===== config.mk =====
export PLATFORM = sky130hd
export DESIGN_NAME = sap1_control_flat
export DESIGN_NICKNAME = d
export VERILOG_FILES = /design/src/rtl/sap1_pkg.sv /design/src/rtl/sap1_control_if.sv /design/src/rtl/sap1_ucode_rom.sv /design/src/rtl/sap1_control.sv /design/src/flat_wrapper.sv
export SDC_FILE = /design/constraint.sdc
export NUM_CORES = 1
export LEC_CHECK = 0
export CAP_MARGIN = 20
export CELL_PAD_IN_SITES_DETAIL_PLACEMENT = 0
export CELL_PAD_IN_SITES_GLOBAL_PLACEMENT = 2
export CORE_MARGIN = 10
export CORE_UTILIZATION = 21
export DETAILED_ROUTE_END_ITERATION = 10
export PLACE_DENSITY = 0.85
export SLEW_MARGIN = 30
export SYNTH_ARGS = -nofsm -noshare
export SYNTH_HDL_FRONTEND = slang
export SYNTH_SLANG_ARGS = --single-unit

===== constraint.sdc =====
create_clock -name clk -period 2.7 [get_ports clk]
set_input_delay 0.54 -clock clk [delete_from_list [all_inputs] [get_ports clk]]
set_output_delay 0.54 -clock clk [all_outputs]
set_load 0.01 [all_outputs]

===== src/rtl/sap1_pkg.sv =====
// sap1_pkg: shared opcodes, step encodings and control-word layout for the SAP-1 sequencer
package sap1_pkg;
    localparam int OPW   = 4;
    localparam int STEPS = 5;
    localparam int CW_W  = 14;

    typedef logic [OPW-1:0]  opcode_t;
    typedef logic [CW_W-1:0] cw_t;
    typedef logic [2:0]      step_t;

    localparam opcode_t OP_NOP = 4'h0;
    localparam opcode_t OP_LDA = 4'h1;
    localparam opcode_t OP_ADD = 4'h2;
    localparam opcode_t OP_SUB = 4'h3;
    localparam opcode_t OP_STA = 4'h4;
    localparam opcode_t OP_LDI = 4'h5;
    localparam opcode_t OP_JMP = 4'h6;
    localparam opcode_t OP_JC  = 4'h7;
    localparam opcode_t OP_JZ  = 4'h8;
    localparam opcode_t OP_OUT = 4'hE;
    localparam opcode_t OP_HLT = 4'hF;

    localparam step_t T0     = 3'd0;
    localparam step_t T1     = 3'd1;
    localparam step_t T2     = 3'd2;
    localparam step_t T3     = 3'd3;
    localparam step_t T4     = 3'd4;
    localparam step_t T_HALT = 3'd5;

    localparam int CW_PC_INC  = 0;
    localparam int CW_PC_OUT  = 1;
    localparam int CW_PC_LD   = 2;
    localparam int CW_MAR_LD  = 3;
    localparam int CW_RAM_OUT = 4;
    localparam int CW_RAM_WR  = 5;
    localparam int CW_IR_LD   = 6;
    localparam int CW_IR_OUT  = 7;
    localparam int CW_A_LD    = 8;
    localparam int CW_A_OUT   = 9;
    localparam int CW_B_LD    = 10;
    localparam int CW_SUB     = 11;
    localparam int CW_SUM_WR  = 12;
    localparam int CW_OUT_LD  = 13;
endpackage


===== src/rtl/sap1_control_if.sv =====
// sap1_ctrl_if: run/opcode/flag inputs and control strobes between sequencer and datapath
interface sap1_ctrl_if;
    import sap1_pkg::*;
    logic    run;
    opcode_t ir_opcode;
    logic    carry_flg, zero_flg;
    logic    pc_inc, pc_out, pc_ld, mar_ld, ram_out, ram_wr, ir_ld, ir_out;
    logic    a_ld, a_out, b_ld, sub, sum_wr, out_ld, halted;
    step_t   t_state;

    modport master (
        input  run, ir_opcode, carry_flg, zero_flg,
        output pc_inc, pc_out, pc_ld, mar_ld, ram_out, ram_wr, ir_ld, ir_out,
               a_ld, a_out, b_ld, sub, sum_wr, out_ld, halted, t_state
    );
    modport slave (
        output run, ir_opcode, carry_flg, zero_flg,
        input  pc_inc, pc_out, pc_ld, mar_ld, ram_out, ram_wr, ir_ld, ir_out,
               a_ld, a_out, b_ld, sub, sum_wr, out_ld, halted, t_state
    );
endinterface


===== src/rtl/sap1_ucode_rom.sv =====
// sap1_ucode_rom: combinational microcode, {opcode, step, flags} -> {last_step, control word}
module sap1_ucode_rom
    import sap1_pkg::*;
(
    input  opcode_t opcode,
    input  step_t   step,
    input  logic    carry,
    input  logic    zero,
    output logic    last_step,
    output cw_t     cw
);
    always_comb begin
        cw        = '0;
        last_step = 1'b0;
        case (step)
            T0: begin
                cw[CW_PC_OUT] = 1'b1;
                cw[CW_MAR_LD] = 1'b1;
            end
            T1: begin
                cw[CW_RAM_OUT] = 1'b1;
                cw[CW_IR_LD]   = 1'b1;
                cw[CW_PC_INC]  = 1'b1;
            end
            T2: begin
                last_step = !(opcode inside {OP_LDA, OP_ADD, OP_SUB, OP_STA});
                cw[CW_IR_OUT] = opcode inside {OP_LDA, OP_ADD, OP_SUB, OP_STA, OP_LDI, OP_JMP, OP_JC, OP_JZ};
                cw[CW_MAR_LD] = opcode inside {OP_LDA, OP_ADD, OP_SUB, OP_STA};
                cw[CW_A_LD]   = opcode == OP_LDI;
                cw[CW_PC_LD]  = opcode == OP_JMP || (opcode == OP_JC && carry) || (opcode == OP_JZ && zero);
                cw[CW_A_OUT]  = opcode == OP_OUT;
                cw[CW_OUT_LD] = opcode == OP_OUT;
            end
            T3: begin
                last_step = !(opcode inside {OP_ADD, OP_SUB});
                cw[CW_RAM_OUT] = opcode inside {OP_LDA, OP_ADD, OP_SUB};
                cw[CW_A_LD]    = opcode == OP_LDA;
                cw[CW_B_LD]    = opcode inside {OP_ADD, OP_SUB};
                cw[CW_A_OUT]   = opcode == OP_STA;
                cw[CW_RAM_WR]  = opcode == OP_STA;
            end
            default: begin
                last_step = 1'b1;
                cw[CW_SUM_WR] = step == T4 && opcode inside {OP_ADD, OP_SUB};
                cw[CW_A_LD]   = step == T4 && opcode inside {OP_ADD, OP_SUB};
                cw[CW_SUB]    = step == T4 && opcode == OP_SUB;
            end
        endcase
    end
endmodule


===== src/rtl/sap1_control.sv =====
// sap1_control: SAP-1 T-state sequencer driving all datapath control strobes
module sap1_control
    import sap1_pkg::*;
(
    input logic         clk,
    input logic         rst_n,
    sap1_ctrl_if.master bus
);
    logic [STEPS-1:0] step;
    logic             halt;
    logic             last;
    step_t            idx;
    cw_t              cw, gated;

    assign idx = step[4] ? T4 : step[3] ? T3 : step[2] ? T2 : step[1] ? T1 : T0;

    sap1_ucode_rom u_rom (
        .opcode    (bus.ir_opcode),
        .step      (idx),
        .carry     (bus.carry_flg),
        .zero      (bus.zero_flg),
        .last_step (last),
        .cw        (cw)
    );

    always_ff @(posedge clk) begin
        if (!rst_n) begin
            step <= STEPS'(1);
            halt <= 1'b0;
        end else if (bus.run && !halt) begin
            halt <= idx == T2 && bus.ir_opcode == OP_HLT;
            step <= last ? STEPS'(1) : {step[STEPS-2:0], 1'b0};
        end
    end

    // Reset and run gate the strobes combinationally so nothing fires in a reset or paused cycle
    assign gated = cw & {CW_W{bus.run & rst_n & ~halt}};

    assign bus.pc_inc  = gated[CW_PC_INC];
    assign bus.pc_out  = gated[CW_PC_OUT];
    assign bus.pc_ld   = gated[CW_PC_LD];
    assign bus.mar_ld  = gated[CW_MAR_LD];
    assign bus.ram_out = gated[CW_RAM_OUT];
    assign bus.ram_wr  = gated[CW_RAM_WR];
    assign bus.ir_ld   = gated[CW_IR_LD];
    assign bus.ir_out  = gated[CW_IR_OUT];
    assign bus.a_ld    = gated[CW_A_LD];
    assign bus.a_out   = gated[CW_A_OUT];
    assign bus.b_ld    = gated[CW_B_LD];
    assign bus.sub     = gated[CW_SUB];
    assign bus.sum_wr  = gated[CW_SUM_WR];
    assign bus.out_ld  = gated[CW_OUT_LD];
    assign bus.halted  = halt;
    assign bus.t_state = halt ? T_HALT : idx;
endmodule


===== src/flat_wrapper.sv =====
// flat-port wrapper written by rule: the top's interface ports become plain ports
module sap1_control_flat import sap1_pkg::*;
  (clk, rst_n, bus_run, bus_ir_opcode, bus_carry_flg, bus_zero_flg, bus_pc_inc, bus_pc_out, bus_pc_ld, bus_mar_ld, bus_ram_out, bus_ram_wr, bus_ir_ld, bus_ir_out, bus_a_ld, bus_a_out, bus_b_ld, bus_sub, bus_sum_wr, bus_out_ld, bus_halted, bus_t_state);
  sap1_ctrl_if bus_i ();
  input logic clk;
  input logic rst_n;
  input wire logic [$bits(bus_i.run)-1:0] bus_run;
  input wire logic [$bits(bus_i.ir_opcode)-1:0] bus_ir_opcode;
  input wire logic [$bits(bus_i.carry_flg)-1:0] bus_carry_flg;
  input wire logic [$bits(bus_i.zero_flg)-1:0] bus_zero_flg;
  output wire logic [$bits(bus_i.pc_inc)-1:0] bus_pc_inc;
  output wire logic [$bits(bus_i.pc_out)-1:0] bus_pc_out;
  output wire logic [$bits(bus_i.pc_ld)-1:0] bus_pc_ld;
  output wire logic [$bits(bus_i.mar_ld)-1:0] bus_mar_ld;
  output wire logic [$bits(bus_i.ram_out)-1:0] bus_ram_out;
  output wire logic [$bits(bus_i.ram_wr)-1:0] bus_ram_wr;
  output wire logic [$bits(bus_i.ir_ld)-1:0] bus_ir_ld;
  output wire logic [$bits(bus_i.ir_out)-1:0] bus_ir_out;
  output wire logic [$bits(bus_i.a_ld)-1:0] bus_a_ld;
  output wire logic [$bits(bus_i.a_out)-1:0] bus_a_out;
  output wire logic [$bits(bus_i.b_ld)-1:0] bus_b_ld;
  output wire logic [$bits(bus_i.sub)-1:0] bus_sub;
  output wire logic [$bits(bus_i.sum_wr)-1:0] bus_sum_wr;
  output wire logic [$bits(bus_i.out_ld)-1:0] bus_out_ld;
  output wire logic [$bits(bus_i.halted)-1:0] bus_halted;
  output wire logic [$bits(bus_i.t_state)-1:0] bus_t_state;
  assign bus_i.run = bus_run;
  assign bus_i.ir_opcode = bus_ir_opcode;
  assign bus_i.carry_flg = bus_carry_flg;
  assign bus_i.zero_flg = bus_zero_flg;
  assign bus_pc_inc = bus_i.pc_inc;
  assign bus_pc_out = bus_i.pc_out;
  assign bus_pc_ld = bus_i.pc_ld;
  assign bus_mar_ld = bus_i.mar_ld;
  assign bus_ram_out = bus_i.ram_out;
  assign bus_ram_wr = bus_i.ram_wr;
  assign bus_ir_ld = bus_i.ir_ld;
  assign bus_ir_out = bus_i.ir_out;
  assign bus_a_ld = bus_i.a_ld;
  assign bus_a_out = bus_i.a_out;
  assign bus_b_ld = bus_i.b_ld;
  assign bus_sub = bus_i.sub;
  assign bus_sum_wr = bus_i.sum_wr;
  assign bus_out_ld = bus_i.out_ld;
  assign bus_halted = bus_i.halted;
  assign bus_t_state = bus_i.t_state;
  sap1_control u_core (.clk(clk), .rst_n(rst_n), .bus(bus_i));
endmodule

======== Yosys cells after proc, flatten, opt, wreduce, memory -nomap -nowiden ========
Cells that the tools add are included.
cells by class
  $mul .................................... 0
  divide/modulo/power cells ............... 0
  shift-type cells ........................ 0
  bitwise gates (word level) .............. 4
  equality and inequality tests ........... 14
  add/sub/neg operators ................... 0
  order comparisons ....................... 0
  muxes and demuxes ....................... 19
  reduce and logical (&&, ||, !) cells .... 18
operator list
  cell                count
  $eq 4x3->1 const B  4
  $and 14x14->14      1
  $eq 4x4->1 const B  3
  $mux 3              4
  $eq 4x2->1 const B  2
  $mux 1              8
  $reduce_bool 8->1   1
  $eq 3x2->1 const B  2
  $logic_and 1x1->1   6
  $pmux 1 s2          3
  $pmux 1 s3          2
  $mux 5              1
  $eq 4x1->1 const B  1
  $reduce_bool 4->1   1
  $reduce_or 4->1     1
  $eq 3x1->1 const B  1
  $eq 3x3->1 const B  1
  $logic_not 1->1     3
  $logic_not 3->1     1
  $reduce_bool 3->1   1
  $and 1x1->1         2
  $logic_or 1x1->1    2
  $mux 2              1
  $reduce_bool 2->1   1
  other kinds (2)     2
storage, ports and cells
  ROM bits ................................ 0
  RAM bits ................................ 0
  bits in latches ......................... 0
  flip-flop bits (word level) ............. 6
  memories kept ........................... 0

======== Depth between registers and ports, before layout ========
Gate-level depths: netlist of run 1.
  word-level depth ........................ 8
  gate-level depth with buffers ........... 4
  gate-level depth less buffers ........... 3

======== Modules after synthesis ========
From an unflattened synthesis of run 1, not the netlist that was laid out.
second synthesis, totals
  cell total of the unflattened synthesis .. 101
  area total of the unflattened synthesis .. 737.0 um^2
by module, submodules not included
  module          times used  cells each  area each (um^2)
  sap1_control    1           53          406.6
  sap1_ucode_rom  1           48          330.3

======== Worst setup path after synthesis of run 1 ========
No wires, ideal clock.
  path type ............................... flip-flop to output port
  from .................................... reg u_core.step[4]
  to ...................................... out bus_a_out
  arrival time ............................ 1585 ps
  required time ........................... 2160 ps
  slack ................................... 575 ps
  cell stages (with the launch flop) ...... 5
  path through ............................ dfxtp_1 > buf_4 > or3b_4 > or3_4 > a2111oi_4
on the way
  word-level cells in the longest chain between the ends .. 4
  elaborated cells on any way between the ends .. 5
RTL lines
  what                      line                  source
  start: declaration        sap1_control.sv:9     logic [STEPS-1:0] step;
  start signal: assignment  sap1_control.sv:32    step <= last ? STEPS'(1) : {step[STEPS-2:0], 1'b0};
  $mux 3 (*)                sap1_control.sv:15    assign idx = step[4] ? T4 : step[3] ? T3 : step[2] ? T2 : step[1] ? T1 : T0;
  $eq 3x2->1                sap1_ucode_rom.sv:15  case (step)
  $pmux 1 s2 (*)            sap1_ucode_rom.sv:15
  $and 14x14->14 (*)        sap1_control.sv:37    assign gated = cw & {CW_W{bus.run & rst_n & ~halt}};
  end: declaration          flat_wrapper.sv:20    output wire logic [$bits(bus_i.a_out)-1:0] bus_a_out;
Every way passes the cells marked *; elsewhere a longest branch is shown, timed or not.

======== Worst setup path in the final report of run 1 ========
  from .................................... in bus_ir_opcode[3]
  to ...................................... out bus_a_out
on the way
  word-level cells in the longest chain between the ends .. 3
  elaborated cells on any way between the ends .. 4
RTL lines
  what                                             line                                        source
  start: declaration                               flat_wrapper.sv:8                           input wire logic [$bits(bus_i.ir_opcode)-1:0] bus_ir_opcode;
  $eq 4x3->1 / $eq 4x4->1 (equally long branches)  sap1_ucode_rom.sv:39, sap1_ucode_rom.sv:31
  $pmux 1 s2 (*)                                   sap1_ucode_rom.sv:15
  $and 14x14->14 (*)                               sap1_control.sv:37
Marks and branches as above.

==> impl_results.md, run 1 <==
* Outcome: finished, final reports clean
* Hold Path Stages at 1
* WL met1 at 916 um
* CP startpoint kind: input pin
* Max clock buf depth at 2
* Fin. Hold Viols at 0
* Clk_skew at about 0.0018 ns
* Area growth, synth to finish at 75.3%
* Post-Syn Area at 588 um2
* Initial antenna violation count at 0
* CTS tree: built
* Die Wd at approximately 73 um
* Total of max-cap violations at 0
* Reg2Reg Setup Slack at 1.23 ns
* Avg Cell Area, Syn at 7.64 um2
* FF-to-FF Start: u_core.bus.halted
* Post-synthesis async set-or-reset flop share at 0%
* Depth of the CTS H-tree at 1
* Post-Syn Instances at 77
* Drc violations at 0
* DR WL/cell at 13.4 um
* Worst hold-check path type: reg -> reg
* Vias in the first global route at 753
* CP startpoint: bus_ir_opcode[3]
* Setup violators final at 0
* Met3 wire len at 107 um
* Largest net degree at the start of global routing at 12
* Core area at roughly 2700 um2
* Worst Tran Pin Value at between 0.5 and 0.6 ns
* Clock transition at path regs at 0.05 ns
* Main synth FF type: dfxtp_1
* Grt ovf at 0
* Synth Net Count at 86
* Sw frac at 28.4%
* Hold_buf cts at 0
* Detail Placement HPWL at around 1700 um
* Skew-Pair Late Insertion Delay at 0.24 ns
* Pwr/cell area at between 200 and 300 nW/um2
* Count of state elements after synthesis at 6
* TritonCTS Buffers at 3
* FILL cells at 298
* # nets final at between 100 and 150
* Total track usage at under 10%
* Synth cell types at 37
* R2R cell count at 3
* Diode count at 0
* Final core occ at between 30% and 40%
* Antenna Nets Post-Route at 0
* Most frequent cells in the layout: buf_4 (22), clkdlybuf4s50_1 (11), dlygate4sd2_1 (9), nor2_1 (7)
* Synth warn at 0
* Max VDD drop at 215 uV
* Most common cell after layout, fill and taps aside: buf_4
* Logic pwr share at 33.5%
* # rows at 19
* Switch Pwr at 0.0761 mW
* Arr. time, crit path at 2.08 ns
* Seq/Total Area, Yosys at 20.4%
* Fin crit period at 2.62 ns
* Die area at 5320 um2
* Final setup margin at 0.0828 ns
* Period utilisation layout at about 97%
* Proportion of power drawn by the clock network at a little under a third
* Worst setup path class: in -> out
* Clk sinks at 6
* Via density at 4.82
* CP Capture Type: primary output
* Final WL at 2070 um
* Max FO, Critical Path at 3
* Metal2 WL at around 1000 um
* DR pass1 iterations at 4
* Global placement routability congestion at 0.786
* Vert. Die Dim at roughly 73 um
* Leak at 0.480 nW
* Flop pwr share at 35.5%
* First-pass GRT wire length at 3430 um
* Initial Util at 21.7%
* Pre-CTS setup slack at -0.412 ns
* Fmax at 382 MHz
* Root buffer cell: clkbuf_4
* Internal power at 0.192 mW
* Relative slew slack at 61.7%
* Buffers on Ports at 26
* Top sig layer: met4
* DRT iter0 DRCs at 33
* HP Start: u_core.step[0]
* DR vias at between 700 and 800
* Hold Path Sink: u_core.step[0]
* Num ports at 27
* Share of cells above drive strength 1 at 28.5%
* EDFF count, synth at 0
* R2r endpoint: u_core.step[2]
* CP required at 2.16 ns
* Slew Limit Fails at 0
==> synth_stat cells, drive strengths merged (2+ instances only) <==
library cell / n / share of area, %
nor2: 7 / 4.5
dfxtp: 6 / 20
nand2: 6 / 3.8
nand3: 4 / 3.4
nor3: 4 / 3.4
a21oi: 3 / 2.6
buf: 3 / 3.8
inv: 3 / 1.9
mux2i: 3 / 5.1
nand2b: 3 / 3.2
nand3b: 3 / 3.8
nor2b: 3 / 3.2
or3: 3 / 4.0
a2111oi: 2 / 6.2
and3: 2 / 2.1
clkbuf: 2 / 1.3
nor4bb: 2 / 3.4
o21ai: 2 / 1.7
==> critical path: stages <==
cell	delay, ns
clkdlybuf4s50_1	0.50
nand3_1	0.12
or3_4	0.38
a2111oi_4	0.34
buf_2	0.18
==> logic make-up (layout without fill, tap and decap cells) <==
logic type	after synthesis	in the layout	synth area share, %
AND/OR/NAND/NOR	45	45	46.0
AO/OA/AOI/OAI	14	14	20.0
buffers and inverters	8	54	7.02
flip-flops	6	6	20.4
multiplexers	3	3	5.11
XOR/XNOR	1	1	1.49
==> how the worst max path moves through the flow <==
stage,end,depth (start not counted)
2_1_floorplan,bus_a_out,4
3_3_place_gp,bus_a_out,5
3_5_place_dp,bus_a_out,5
4_1_cts,bus_ir_ld,5
5_1_grt,bus_ram_wr,5
6_report,bus_a_out,5
==> power by group through the flow <==
stage | Sequential, mW | Combinational (mW) | Clock, mW
3_5_place_dp | 0.0970 | 0.0919 | 0
2_1_floorplan | 0.0963 | 0.0377 | 0
3_3_place_gp | 0.0969 | 0.0917 | 0
6_report | 0.0954 | 0.0901 | 0.0830
4_1_cts | 0.0953 | 0.0895 | 0.0851
5_1_grt | 0.0958 | 0.0992 | 0.0968
==> timing repair <==
| item | in CTS | in global routing |
|---|---|---|
| gates resized for setup | 19 | 12 |
| gates cloned | 0 | 0 |
| buffers inserted | 0 | 1 |
| endpoints found under the setup margin | 13 | 6 |
==> cell type report <==
| type | instances | area [um2] | share of cell area (%) |
|---|---|---|---|
| sequential | 6 | 120 | 11.7 |
| inverter | 3 | 11.3 | 1.09 |
| timing repair buffer | 48 | 397 | 38.5 |
| multi-input combinational | 63 | 442 | 42.8 |
| tap | 31 | 38.8 | 3.76 |
| clock buffer | 3 | 22.5 | 2.18 |
==> per-layer routing <==
layer / track usage (%) / vias up
li1: - / 374
met1: 8.71 / 348
met2: 13.5 / 18
met3: 3.54 / 2
met4: 2.74 / 0
met5: 0 / -
==> stage by stage <==
stage / cell area [um2] / power, mW / std cells / hold slack [ns] / setup TNS [ns]
2_1_floorplan: 588 / 0.134 / 77 / 0.435 / 0
3_3_place_gp: 1010 / 0.189 / 150 / 0.443 / -2.37
3_5_place_dp: 1010 / 0.189 / 150 / 0.455 / -2.37
4_1_cts: 1020 / 0.270 / 153 / 0.466 / 0
5_1_grt: 1030 / 0.292 / 154 / 0.508 / -0.00407
6_report: 1030 / 0.268 / 154 / 0.467 / 0
==> registers in the layout, summed over array words and instances (netlist names) <==
register / cells
u_core.bus.halted: 1
u_core.step: 5
Power figures use the tool's default switching activity.
==> run 2: changes to the inputs <==
Settings changed: HOLD_SLACK_MARGIN from default to 0.1.
==> results of run 2 <==
The final DEF is identical to that of run 1; final timing and power are the same.
